**src/rtl/instruction_fetch.sv**
```systemverilog
// Instruction fetch stage: owns the PC, runs the instruction-memory
// handshake, and fills the IF/ID register consumed by decode.
// Handles stall back-pressure through a one-entry hold buffer. Branch
// redirects flush IF/ID and drain any request that is still outstanding.
module instruction_fetch #(
    parameter logic [31:0] RESET_PC  = 32'h0000_0000,
    parameter logic [31:0] NOP_INSTR = 32'h0000_0013
) (
    input  logic        clk,
    input  logic        rst,
    input  logic        stall,
    input  logic        branch_taken,
    input  logic [31:0] branch_target,
    output logic        imem_req,
    output logic [31:0] imem_addr,
    input  logic        imem_ack,
    input  logic [31:0] imem_rdata,
    output logic [31:0] IF_ID_IR,
    output logic [31:0] IF_ID_NPC,
    output logic [31:0] IF_ID_PC,
    output logic        IF_ID_valid
);

    typedef enum logic [1:0] {
        IDLE  = 2'd0,
        FETCH = 2'd1,
        HOLD  = 2'd2,
        DRAIN = 2'd3
    } state_t;

    state_t      state_r, state_s;
    logic [31:0] pc_r, pc_s;
    logic [31:0] pc_plus4_s;
    logic [31:0] target_s;
    logic        imem_req_r, imem_req_s;
    logic [31:0] imem_addr_r, imem_addr_s;
    logic [31:0] if_id_ir_r, if_id_ir_s;
    logic [31:0] if_id_npc_r, if_id_npc_s;
    logic [31:0] if_id_pc_r, if_id_pc_s;
    logic        if_id_valid_r, if_id_valid_s;
    logic [31:0] hold_ir_r, hold_ir_s;
    logic [31:0] hold_pc_r, hold_pc_s;
    logic        hold_valid_r, hold_valid_s;

    assign pc_plus4_s = pc_r + 32'd4;
    assign target_s   = {branch_target[31:2], 2'b00};

    // Next state, next PC and hold-buffer update; redirect always wins.
    always_comb begin
        state_s      = state_r;
        pc_s         = pc_r;
        hold_ir_s    = hold_ir_r;
        hold_pc_s    = hold_pc_r;
        hold_valid_s = hold_valid_r;
        case (state_r)
            IDLE: begin
                if (branch_taken) begin
                    pc_s = target_s;
                end else begin
                    pc_s = pc_r;
                end
                state_s = FETCH;
            end
            FETCH: begin
                if (branch_taken) begin
                    pc_s         = target_s;
                    hold_valid_s = 1'b0;
                    // An unacknowledged request must still complete before redirecting.
                    if (imem_ack) begin
                        state_s = FETCH;
                    end else begin
                        state_s = DRAIN;
                    end
                end else if (imem_ack) begin
                    pc_s = pc_plus4_s;
                    if (stall) begin
                        hold_ir_s    = imem_rdata;
                        hold_pc_s    = pc_r;
                        hold_valid_s = 1'b1;
                        state_s      = HOLD;
                    end else begin
                        state_s = FETCH;
                    end
                end else begin
                    state_s = FETCH;
                end
            end
            HOLD: begin
                if (branch_taken) begin
                    pc_s         = target_s;
                    hold_valid_s = 1'b0;
                    state_s      = FETCH;
                end else if (!stall) begin
                    hold_valid_s = 1'b0;
                    state_s      = FETCH;
                end else begin
                    state_s = HOLD;
                end
            end
            DRAIN: begin
                if (branch_taken) begin
                    pc_s = target_s;
                end else begin
                    pc_s = pc_r;
                end
                if (imem_ack) begin
                    state_s = FETCH;
                end else begin
                    state_s = DRAIN;
                end
            end
            default: begin
                state_s      = IDLE;
                hold_valid_s = 1'b0;
            end
        endcase
    end

    // Memory request for the coming cycle; DRAIN keeps the stale address until it is acked.
    always_comb begin
        imem_req_s = (state_s == FETCH) || (state_s == DRAIN);
        if (state_s == DRAIN) begin
            imem_addr_s = imem_addr_r;
        end else begin
            imem_addr_s = pc_s;
        end
    end

    // IF/ID update: flush, then freeze on stall, then deliver or insert a bubble.
    always_comb begin
        if_id_ir_s    = if_id_ir_r;
        if_id_npc_s   = if_id_npc_r;
        if_id_pc_s    = if_id_pc_r;
        if_id_valid_s = if_id_valid_r;
        if (branch_taken) begin
            if_id_ir_s    = NOP_INSTR;
            if_id_valid_s = 1'b0;
        end else if (stall) begin
            if_id_valid_s = if_id_valid_r;
        end else if ((state_r == FETCH) && imem_ack) begin
            if_id_ir_s    = imem_rdata;
            if_id_pc_s    = pc_r;
            if_id_npc_s   = pc_plus4_s;
            if_id_valid_s = 1'b1;
        end else if ((state_r == HOLD) && hold_valid_r) begin
            if_id_ir_s    = hold_ir_r;
            if_id_pc_s    = hold_pc_r;
            if_id_npc_s   = hold_pc_r + 32'd4;
            if_id_valid_s = 1'b1;
        end else begin
            if_id_valid_s = 1'b0;
        end
    end

    // State and output registers with synchronous reset.
    always_ff @(posedge clk) begin
        if (rst) begin
            state_r       <= IDLE;
            pc_r          <= RESET_PC;
            imem_req_r    <= 1'b0;
            imem_addr_r   <= RESET_PC;
            if_id_ir_r    <= NOP_INSTR;
            if_id_npc_r   <= 32'd0;
            if_id_pc_r    <= 32'd0;
            if_id_valid_r <= 1'b0;
            hold_ir_r     <= NOP_INSTR;
            hold_pc_r     <= 32'd0;
            hold_valid_r  <= 1'b0;
        end else begin
            state_r       <= state_s;
            pc_r          <= pc_s;
            imem_req_r    <= imem_req_s;
            imem_addr_r   <= imem_addr_s;
            if_id_ir_r    <= if_id_ir_s;
            if_id_npc_r   <= if_id_npc_s;
            if_id_pc_r    <= if_id_pc_s;
            if_id_valid_r <= if_id_valid_s;
            hold_ir_r     <= hold_ir_s;
            hold_pc_r     <= hold_pc_s;
            hold_valid_r  <= hold_valid_s;
        end
    end

    assign imem_req    = imem_req_r;
    assign imem_addr   = imem_addr_r;
    assign IF_ID_IR    = if_id_ir_r;
    assign IF_ID_NPC   = if_id_npc_r;
    assign IF_ID_PC    = if_id_pc_r;
    assign IF_ID_valid = if_id_valid_r;

endmodule
```
**config.mk**
```make
export PLATFORM = sky130hd
export DESIGN_NAME = instruction_fetch
export DESIGN_NICKNAME = d
export VERILOG_FILES = /design/src/rtl/instruction_fetch.sv
export SDC_FILE = /design/constraint.sdc
export NUM_CORES = 1
export LEC_CHECK = 0
export BUFFER_PORTS_ARGS = -buffer_cell sky130_fd_sc_hd__buf_2
export CORE_ASPECT_RATIO = 2
export CORE_MARGIN = 8
export CORE_UTILIZATION = 42
export CTS_CLUSTER_DIAMETER = 60
export CTS_CLUSTER_SIZE = 25
export DETAILED_ROUTE_END_ITERATION = 10
export REMOVE_ABC_BUFFERS = 1
export SYNTH_ARGS = -nofsm -noshare
export SYNTH_HDL_FRONTEND = slang
export SYNTH_SLANG_ARGS = --single-unit
```
**constraint.sdc**
```tcl
create_clock -name clk -period 5.9 [get_ports clk]
set_input_delay 0.885 -clock clk [delete_from_list [all_inputs] [get_ports clk]]
set_output_delay 0.885 -clock clk [all_outputs]
set_load 0.005 [all_outputs]
```
; ---- Word-level counts from Yosys, hierarchy flattened
; Cells that the tools add are included.
[totals]
reg_bits = 229
in_bits = 69
[classes]
mux = 24
n_eq_ne = 8
reduce_logical = 12
add_sub_neg = 2
bitwise = 2
[ops]
columns = op, count
row1 = 32-bit 2-to-1 mux, 9
row2 = 32-bit by 3-bit adder with 32-bit output (second input constant), 2
row3 = 32-bit one-hot mux with 2 select lines, 1
row4 = 2-bit 2-to-1 mux, 5
row5 = 3-bit != test (second input constant), 3
row6 = 2-bit one-hot mux with 4 select lines, 1
row7 = 4-bit AND reduction, 2
row8 = 1-bit 2-to-1 mux, 7
row9 = 2-bit equality test (second input constant), 3
row10 = 2-bit by 1-bit equality test with 1-bit output (second input constant), 2
row11 = 2-bit nonzero test, 2
row12 = 3-bit AND reduction, 1
row13 = 3-bit OR reduction, 1
row14 = 1-bit logical AND, 2
row15 = 2-bit zero test, 1
row16 = 1-bit NOT, 2
row17 = 1-bit one-hot mux with 2 select lines, 1
row18 = 2-bit AND reduction, 1
row19 = 2-bit OR reduction, 1
row20 = 1-bit logical OR, 1

; ---- Longest topological paths before layout
; Gate-level depths: netlist of the first run.
[logic_depth]
depth_word = 6
ltp_mapped = 9

; ---- Least setup slack after synthesis of the first run
; Ideal clock, no wire load.
[synth_timing]
kind = input to register
start = input port imem_ack
end = register if_id_npc_r[1], in the netlist IF_ID_NPC[1]
path_buffers = 4
stages = 7
arrival_time_ps = 2318
required_ps = 5766
setup_slack_ps = 3449
path_cell_list = clkbuf_1 -> nand3b_1 -> buf_2 -> a211oi_2 -> clkbuf_1 -> buf_2 -> a311oi_1
[synth_between]
elab_chain_len = 3
elab_cells_between_ends = 4
[synth_lines]
columns = element, line
row1 = start: declaration, 16  ; input logic imem_ack,
row2 = 1-bit logical AND *, 140  ; end else if ((state_r == FETCH) && imem_ack) begin
row3 = 2-bit nonzero test (no line), n/a
row4 = 3-bit AND reduction (no line), n/a
row5 = end signal: assignment, 175  ; if_id_npc_r <= if_id_npc_s;
row6 = end: declaration, 38  ; logic [31:0] if_id_npc_r, if_id_npc_s;
; Mark *: on every way between the ends. The rest lies on a longest branch, timed or not.
; A chain may end at the register's enable or synchronous reset.

; ---- Final worst setup path of the first run
[layout_timing]
start = register pc_r[3]
end = register if_id_npc_r[24], in the netlist IF_ID_NPC[24]
[layout_between]
elab_chain_len = 2
[layout_lines]
columns = element, line
row1 = start: declaration, 32  ; logic [31:0] pc_r, pc_s;
row2 = start signal: assignment, 171  ; pc_r <= pc_s;
row3 = 32-bit by 3-bit adder with 32-bit output, 45  ; assign pc_plus4_s = pc_r + 32'd4;
row4 = 32-bit 2-to-1 mux, 140
; No other way between the ends.

==> impl_metrics.ini, run 1 <==
[power]
p_clk_share_pct = 36.0
p_leak_nw = 4.50
peakVddDrop_mv = 0.186
netSwitchingPower_uw = 831
switching_share_pct = 27.2
combPwrFrac_pct = 10.3
intPower_mw = 2.23
powerDensity_nw_per_um2 = 250
seqPwrFrac_pct = 53.7
total_power_mw = 3.06

[clock_tree]
cts_resized = 0
clk_latency_ns = 0.49
clkTransAtPathRegs_ns = 0.10
root_buffer = clkbuf_16
cts_buffer_depth = 3
cts-hold-fix-buffers = 0
cts_setup_buffers = 0
cts_tree = built
clock_sinks = 226
cts_buffers = 14
h-tree-depth = 1

[timing]
finalMaxSlewViolations = 0
max_slew_margin_pct = 21.1
finalCritPeriodShare_pct = 51.4
fmax_mhz = 330
finClkSkew_ns = 0.0262
setup_viol = 0
period_needed_ns = 3.03
finalHoldViolations = 0
worstMarginPinSlew_ns = 1.18
rsz0062_at_grt = no

[setup_path]
slowest_stage = or3_1
worst_path_most_repeated_cell = nand3_1
worst_path_largest_cell_delay_ns = 0.82
end_kind = flop
r2r_slack_ns = 2.87
worst-path-buf-inv = 0
cp.arrival_ns = 3.47
critPathRequiredTime_ns = 6.34
cp-start-kind = flop
path_cells = ha_1, nand3_1, or3_1, or4_1, nand3_1, a32o_1
crit_fanout = 15
path_delay_family = simple AND/OR/NAND/NOR gates
path_class = flop to flop

[die]
die_w_um = 129
die_area_um2 = 31300
initial_utilization_pct = 42.4
core_um2 = 25400
row_count = 83
fp.dieH_um = 243
ioPinCount = 199

[global_routing]
grt_max_degree = 73
gr-usage-all-layers_pct = 21.9
grt_pass1_vias = 10300
grt_remaining_overflow = 0
antenna_found_initial = 2
grt_pass1_wl_mm = 56.0

[routing]
first_pass_iters = 6
routed_wl_mm = 34.9
vias_per_cell = 5.76
dr.first_iter.drc_count = 828
drc = 0
post_drt_wl_per_cell_um = 19.0
postRouteAntennaNets = 0
vias = 10600

[placement]
portBuffers = 196
hpwl_mm = 23.4
place_congestion = 0.873
dp.cells = 1808

[yosys]
ys_seq_elements = 226
synth_top_area_share_pct = 42.0
synth_edf_count = 0
netlist_area_um2 = 10800
ys_seq_area_share_pct = 42.0
synth_cell_types = 65
ys_warn_count = 0
synth_area_leaders = dfxtp_1 42%, nand2_1 11%, a311oi_1 5.0%
synth_flop_cell = dfxtp_1
synthArstFlopShare_pct = 0
syn_area_per_cell_um2 = 7.73
synth_cells = 1394
yosysTopAreaCell = dfxtp_1

[hold_path]
hold_path_class = flop to flop

[layout]
fin_nets = 1555
fin_util_pct = 48.1
drive_above_1_share_pct = 17.4
area_growth_pct = 13.6
layout.cells.non_filler = 1833

[run_status]
status = complete, no violations

[job]
max_cap_violations = 0
==> layer usage <==
metal | track usage [%] | up-vias | share of wire (%)
li1 | - | 5071 | -
met1 | 28.7 | 4990 | 42
met2 | 36.2 | 442 | 48
met3 | 3.15 | 56 | 7.5
met4 | 6.40 | 0 | 2.4
met5 | 0 | - | 0
==> placed cells by master (no fill, tap or decap), types with 3 or more instances in the layout <==
| cell type | synthesis | routed |
|---|---|---|
| clkinvlp_4 | 0 | 3 |
| xor2_1 | 18 | 18 |
| nand2_1 | 323 | 323 |
| nand3_1 | 63 | 62 |
| o31ai_1 | 18 | 18 |
| a31oi_1 | 6 | 6 |
| o31a_1 | 6 | 6 |
| dfxtp_1 | 226 | 226 |
| a21oi_1 | 98 | 97 |
| inv_1 | 14 | 14 |
| o21ai_0 | 38 | 38 |
| nor4_1 | 20 | 20 |
| nand2b_1 | 4 | 4 |
| a32o_1 | 10 | 10 |
| clkbuf_16 | 0 | 15 |
| o211ai_1 | 10 | 10 |
| o41ai_1 | 6 | 6 |
| nor3_1 | 39 | 39 |
| or3_1 | 8 | 8 |
| a211oi_1 | 19 | 19 |
| o21a_1 | 9 | 9 |
| a311oi_1 | 61 | 61 |
| nand4b_1 | 3 | 3 |
| buf_2 | 31 | 195 |
| buf_4 | 6 | 20 |
| or4_1 | 10 | 10 |
| nand4_1 | 20 | 20 |
| xnor2_1 | 29 | 29 |
| and4_1 | 10 | 10 |
| and2_1 | 6 | 6 |
| a31o_2 | 3 | 3 |
| or2_2 | 4 | 4 |
| o211a_1 | 5 | 5 |
| and3_1 | 7 | 7 |
| mux2i_1 | 9 | 9 |
| nor2_1 | 115 | 114 |
==> registers in the layout (all words and copies together) (netlist names) <==
| register | flops |
|---|---|
| IF_ID_NPC | 32 |
| pc_r | 32 |
| IF_ID_valid | 1 |
| hold_valid_r | 1 |
| hold_pc_r | 32 |
| state_r | 2 |
| IF_ID_PC | 30 |
| hold_ir_r | 32 |
| IF_ID_IR | 32 |
| imem_addr | 32 |
==> logic make-up after synthesis <==
group	share of synthesized area (%)
AND/OR/NAND/NOR	27.7
buffers and inverters	6.10
XOR/XNOR	3.82
adder cells (fa/ha/maj)	0.232
flip-flops	42.0
AO/OA/AOI/OAI	19.4
multiplexers	0.836
==> power groups by stage <==
| stage | combinational (mW) | sequential (mW) | clock [mW] |
|---|---|---|---|
| 2_1_floorplan | 0.166 | 1.66 | 0 |
| 3_3_place_gp | 0.312 | 1.67 | 0 |
| 3_5_place_dp | 0.317 | 1.67 | 0 |
| 4_1_cts | 0.318 | 1.64 | 1.14 |
| 5_1_grt | 0.351 | 1.65 | 1.18 |
| 6_report | 0.315 | 1.64 | 1.10 |
==> through the flow <==
stage,worst slack [ns],TNS [ns],hold slack [ns],cell area [um2]
after global routing,2.73,0,0.480,12200
after floorplan,-0.967,-42.53,0.431,10200
after detailed placement,2.46,0,0.447,11800
final,2.87,0,0.459,12200
after global placement,2.50,0,0.439,11800
after CTS,2.90,0,0.461,12200
==> Yosys cell counts (all sizes together) (7+ instances only) <==
| library cell | count |
|---|---|
| clkbuf | 93 |
| xor2 | 18 |
| nand3 | 63 |
| o31ai | 18 |
| nor4 | 24 |
| o21ai | 38 |
| nand2 | 323 |
| nand4 | 22 |
| a32o | 10 |
| or4 | 10 |
| inv | 14 |
| and3 | 7 |
| dfxtp | 226 |
| a311oi | 61 |
| xnor2 | 29 |
| or3 | 8 |
| and4 | 10 |
| a211oi | 21 |
| nor2 | 115 |
| nor3 | 41 |
| o21a | 9 |
| o211ai | 10 |
| buf | 48 |
| a21oi | 98 |
| mux2i | 9 |
==> cell type report <==
class	count	area [um2]
Tap cell	340	425
Antenna cell	1	2.50
Fill cell	2571	13200
Inverter	15	56.3
Sequential cell	226	4520
Multi-Input combinational cell	1012	5630
Clock buffer	16	389
Clock inverter	8	88.8
Timing Repair Buffer	215	1130
==> worst paths after layout <==
check	end	startpoint	depth (start not counted)
setup / recovery	IF_ID_NPC[24]	pc_r[3]	6
hold / removal	imem_addr[6]	imem_addr[6]	2
setup reg to reg	IF_ID_NPC[24]	pc_r[3]	6
hold reg to reg	imem_addr[6]	imem_addr[6]	2
==> tightest hold or removal path: stages, from the launching register on <==
cell and delay [ns]:
dfxtp_1 0.32, nand2_1 0.05, a21oi_1 0.05
No activity file was read; power rests on OpenSTA's default activity.
==> inputs of run 2 (changes only) <==
Settings changed: PLACE_DENSITY set to 0.65.
Clock period 5.9 ns to 2.7 ns, I/O delays scaled along.
==> run 2 against run 1 <==
Net effect:
- routed wire length is 0.83% lower
- total power is 110% higher
- maximum frequency is 26% higher
- global-route usage is 0.17 points lower
- sequential power is 120% higher
- sequential share of layout area is 0.77 points lower
- die area stayed put
- sequential cell count stayed put
- largest power group unchanged
- highest routed layer unchanged
==> impl_metrics.ini, run 2 (synthesis gave the netlist of run 1 again) <==
[power]
combPwrFrac_pct = 11.7
switching_share_pct = 26.9
peakVddDrop_mv = 0.488
p_clk_share_pct = 33.6
intPower_mw = 4.75
powerDensity_nw_per_um2 = 520
p_leak_nw = 4.67
netSwitchingPower_mw = 1.75
seqPwrFrac_pct = 54.8
total_power_mw = 6.50

[setup_path]
path_cells = and4_1, nand4_1, o31a_1, nor3_1, o41ai_1
slowest_stage = dfxtp_1
crit_fanout = 10
critPathRequiredTime_ns = 3.05
path_delay_family = simple AND/OR/NAND/NOR gates
end_kind = flop
cp.arrival_ns = 2.76
cp-start-kind = flop
r2r_slack_ns = 0.28
path_class = flop to flop
reg2reg_to = imem_addr[25]
r2r_cells = 5
worst-path-buf-inv = 0
worst_r2r_startpoint = pc_r[8]
worst_path_largest_cell_delay_ns = 0.62

[routing]
vias_per_cell = 5.72
routed_wl_mm = 34.6
post_drt_wl_per_cell_um = 18.6
postRouteAntennaNets = 0
dr.first_iter.drc_count = 708
vias = 10600
drc = 0
first_pass_iters = 7

[timing]
fin_ws_ns = 0.283
setup_tns_ns = 0
max_slew_margin_pct = 27.3
holdWs_ns = 0.154
finClkSkew_ns = 0.0188
finalMaxSlewViolations = 0
finalHoldViolations = 0
setup_viol = 0
finalCritPeriodShare_pct = 89.5
worstMarginPinSlew_ns = 1.09
fmax_mhz = 414
period_needed_ns = 2.42
rsz0062_at_grt = no

[die]
fp.dieH_um = 243
die_area_um2 = 31300
die_w_um = 129
ioPinCount = 199
core_um2 = 25400
initial_utilization_pct = 42.4
row_count = 83

[clock_tree]
cts_resized = 0
cts_buffers = 13
cts_tree = built
cts-hold-fix-buffers = 0
cts_buffer_depth = 3
cts_setup_buffers = 0
clk_latency_ns = 0.50
clkTransAtPathRegs_ns = 0.09
root_buffer = clkbuf_16
clock_sinks = 226
h-tree-depth = 1

[global_routing]
grt_remaining_overflow = 0
grt_pass1_wl_mm = 55.5
gr-usage-all-layers_pct = 21.8
antenna_found_initial = 0
grt_pass1_vias = 10400
grt_max_degree = 137

[layout]
fillers = 2520
layout.cells.non_filler = 1861
layout_commonest_cell = nand2_1
antenna_cells = 0
register_area_um2 = 4520
multi_input_area_um2 = 5630
fin_area_um2 = 12500
fin_nets = 1590
fin_util_pct = 49.1
drive_above_1_share_pct = 19.0
area_growth_pct = 16.0
layout_common_cells = 323 x nand2_1, 226 x dfxtp_1, 195 x buf_2

[placement]
place_congestion = 0.849
portBuffers = 196
hpwl_mm = 23.5
place_area_um2 = 12100
dp.cells = 1844
dp_slack_ns = 0.377

[hold_path]
hold_path_class = primary input to flop
hold_depth = 3
min_to = hold_ir_r[4]
min-delay-start = imem_rdata[4]

[run_status]
status = complete, no violations

[job]
max_cap_violations = 0
## run 2: cell types whose count changed in the layout (fill, tap and decap cells not counted), sizes merged
| cell | change |
|---|---|
| buf | +36 |
| clkbuf | -2 |
| clkinvlp | -3 |
| diode | -1 |
| clkinv | -1 |
| inv | -1 |
## run 2: metal layers
| metal | track usage (%) | up-vias | part of all wire, % |
|---|---|---|---|
| met5 | 0 | - | 0 |
| met2 | 35.4 | 413 | 46 |
| met3 | 3.53 | 53 | 7.8 |
| li1 | - | 5150 | - |
| met4 | 8.38 | 0 | 3.2 |
| met1 | 27.9 | 5020 | 43 |
## run 2: area by class of cell
cell class                 instances  share of cell area (%)
sequential                       226                    36.2
clock buffer                      14                    2.71
timing repair buffer             251                    11.8
multi-input combinational       1012                    45.0
tap                              340                    3.40
inverter                          15                   0.450
clock inverter                     3                   0.440
## run 2: power groups by stage
stage	clock network, mW	registers [mW]	logic (mW)
2_1_floorplan	0	3.63	0.363
3_3_place_gp	0	3.63	0.742
3_5_place_dp	0	3.63	0.755
4_1_cts	2.26	3.56	0.759
5_1_grt	2.36	3.58	0.835
6_report	2.18	3.56	0.758
## run 2: worst max path at each step
stage | start | endpoint | slack, ns | depth (start not counted)
finish | pc_r[8] | imem_addr[25] | 0.28 | 5
global route | state_r[0] | imem_addr[20] | 0.12 | 6
CTS | pc_r[8] | IF_ID_NPC[24] | 0.33 | 6
detailed placement | imem_ack | IF_ID_NPC[28] | 0.38 | 6
global placement | branch_taken | imem_addr[15] | 0.36 | 5
floorplan | state_r[0] | IF_ID_NPC[11] | -3.79 | 4
## run 2: worst min-delay path, delay by kind of cell
kind                   cells  cell delay (ns)
buffers and inverters      1             0.09
AND/OR/NAND/NOR            2             0.11
==> inputs of run 3 (changes only) <==
Settings changed: ABC_AREA set to 1, PLACE_DENSITY 0.65 to 0.68, RECOVER_POWER set to 50.
==> run 3 against run 2 <==
Net effect:
- clock power up 3%
- hold slack worse by 0.031 ns
- core utilization down 0.39 points
- critical path depth up 6
- total power up 2.8%
- non-clock buffer count down 25
- via count up 7.2%
- synthesized cell count up 20%
- cell count up 16%
- critical path type unchanged
- largest power group unchanged
==> impl_metrics.ini, run 3 <==
[power]
total_power_mw = 6.69
powerDensity_nw_per_um2 = 535
p_leak_nw = 5.08
peakVddDrop_mv = 0.397

[die]
die_area_um2 = 31800
row_count = 83
fp.dieH_um = 244
initial_utilization_pct = 42.7
die_w_um = 130
core_um2 = 25700
ioPinCount = 199

[placement]
hpwl_mm = 27.8
portBuffers = 196
place_congestion = 0.917

[yosys]
yosysTopAreaCell = dfxtp_1
syn_area_per_cell_um2 = 6.56
ys_top_cells_by_count = 522 x nand2_1, 226 x dfxtp_1, 176 x nor2_1
synth_area_leaders = dfxtp_1 41%, nand2_1 18%, o21ai_0 6.9%
yosysMostFrequentCell = nand2_1
ys_seq_elements = 226
synth_flop_cell = dfxtp_1
netlist_area_um2 = 11000
synth_cell_types = 39
synth_top_area_share_pct = 41.3
ys_seq_area_share_pct = 41.3
ys_warn_count = 0
synth_edf_count = 0
synthArstFlopShare_pct = 0
synth_cells = 1669

[layout]
drive_above_1_share_pct = 9.16
fin_nets = 1879
area_growth_pct = 14.2
layout_common_cells = 522 x nand2_1, 226 x dfxtp_1, 176 x nor2_1
antenna_cells = 0
layout_commonest_cell = nand2_1
fin_util_pct = 48.7

[clock_tree]
cts_buffer_depth = 3
clk_latency_ns = 0.49
clock_sinks = 226
root_buffer = clkbuf_16
cts-hold-fix-buffers = 0
cts_tree = built
clkTransAtPathRegs_ns = 0.10
cts_setup_buffers = 0
h-tree-depth = 1
cts_resized = 0
cts_buffers = 13

[setup_path]
worst-path-buf-inv = 5
crit_fanout = 90
worst_r2r_startpoint = state_r[0]
worstSetupPathDepth = 11
path_class = flop to flop
slowest_stage = clkbuf_4
r2r_cells = 11
worst_path_largest_cell_delay_ns = 0.56
r2r_slack_ns = 0.36
reg2reg_to = imem_addr[4]
end_kind = flop
path_cells = nand3_4, buf_12, inv_2, clkbuf_4, nand2_1, o21ai_0, o21ai_0, inv_1, nand2_1, o211ai_1, inv_1
cp-start-kind = flop
cp.arrival_ns = 2.72
path_delay_family = buffers and inverters
critPathRequiredTime_ns = 3.08

[global_routing]
gr-usage-all-layers_pct = 23.7
grt_pass1_wl_mm = 59.2
antenna_found_initial = 1
grt_max_degree = 91
grt_remaining_overflow = 0
grt_pass1_vias = 10800

[hold_path]
min-delay-start = imem_rdata[1]
min_to = hold_ir_r[1]
hold_path_class = primary input to flop
hold_depth = 3

[routing]
dr.first_iter.drc_count = 846
postRouteAntennaNets = 0
vias = 11400
first_pass_iters = 5
post_drt_wl_per_cell_um = 17.8
vias_per_cell = 5.30
routed_wl_mm = 38.3
drc = 0

[timing]
max_slew_margin_pct = 29.3
finalCritPeriodShare_pct = 86.8
rsz0062_at_grt = no
period_needed_ns = 2.34
worstMarginPinSlew_ns = 1.06
fmax_mhz = 427
finalHoldViolations = 0
setup_viol = 0
finalMaxSlewViolations = 0
finClkSkew_ns = 0.0230

[run_status]
status = complete, no violations

[job]
max_cap_violations = 0
[run 3: power by group]
| group | internal [mW] | total [mW] | switching (mW) |
|---|---|---|---|
| clock | 1.09 | 2.25 | 1.16 |
| sequential | 3.47 | 3.60 | 0.121 |
| combinational | 0.289 | 0.838 | 0.550 |
[run 3: kinds of logic after synthesis]
family	after synthesis	synth area share, %
fa+ha+maj	2	0.228
xor+xnor	6	0.480
flops	226	41.3
simple gates	827	30.4
compound gates	375	19.0
buf+inv	233	8.58
[run 3: worst max-delay path by stage]
stage	to	slack, ns	start
after CTS	imem_addr[31]	0.53	pc_r[9]
final	imem_addr[4]	0.36	state_r[0]
after floorplan	hold_pc_r[18]	-3.70	imem_ack
after global placement	IF_ID_NPC[27]	0.48	imem_ack
after detailed placement	IF_ID_NPC[17]	0.43	imem_ack
after global routing	IF_ID_IR[5]	0.18	branch_taken
[run 3: per-stage QoR]
| stage | instance area, um2 | setup slack, ns | setup TNS, ns | instances | hold WS [ns] |
|---|---|---|---|---|---|
| floorplan | 10500 | -3.70 | -286.88 | 1567 | 0.424 |
| global placement | 12300 | 0.479 | 0 | 2133 | 0.434 |
| detailed placement | 12300 | 0.430 | 0 | 2133 | 0.439 |
| CTS | 12700 | 0.533 | 0 | 2152 | 0.105 |
| global route | 12500 | 0.180 | 0 | 2152 | 0.128 |
| finish | 12500 | 0.356 | 0 | 2152 | 0.123 |
[run 3: metal layers]
metal,GRT usage [%],part of all wire [%],vias to the layer above
met1,25.5,37,5274
met5,0,0.021,-
met4,12.0,5.0,2
li1,-,-,5708
met3,3.60,6.0,72
met2,43.2,52,350
[run 3: layout make-up]
type,instances,area (um2)
clock buffer,15,333
clock inverter,4,77.6
fill,2755,13100
inverter,131,492
multi-input combinational,1210,5490
sequential,226,4520
tap,340,425
timing repair buffer,226,1160
[run 3: worst reg2reg max path: stages (launching register included)]
cell and delay, ns:
dfxtp_1 0.43, nand3_4 0.11, buf_12 0.24, inv_2 0.13
clkbuf_4 0.56, nand2_1 0.25, o21ai_0 0.12, o21ai_0 0.10
inv_1 0.10, nand2_1 0.05, o211ai_1 0.08, inv_1 0.05
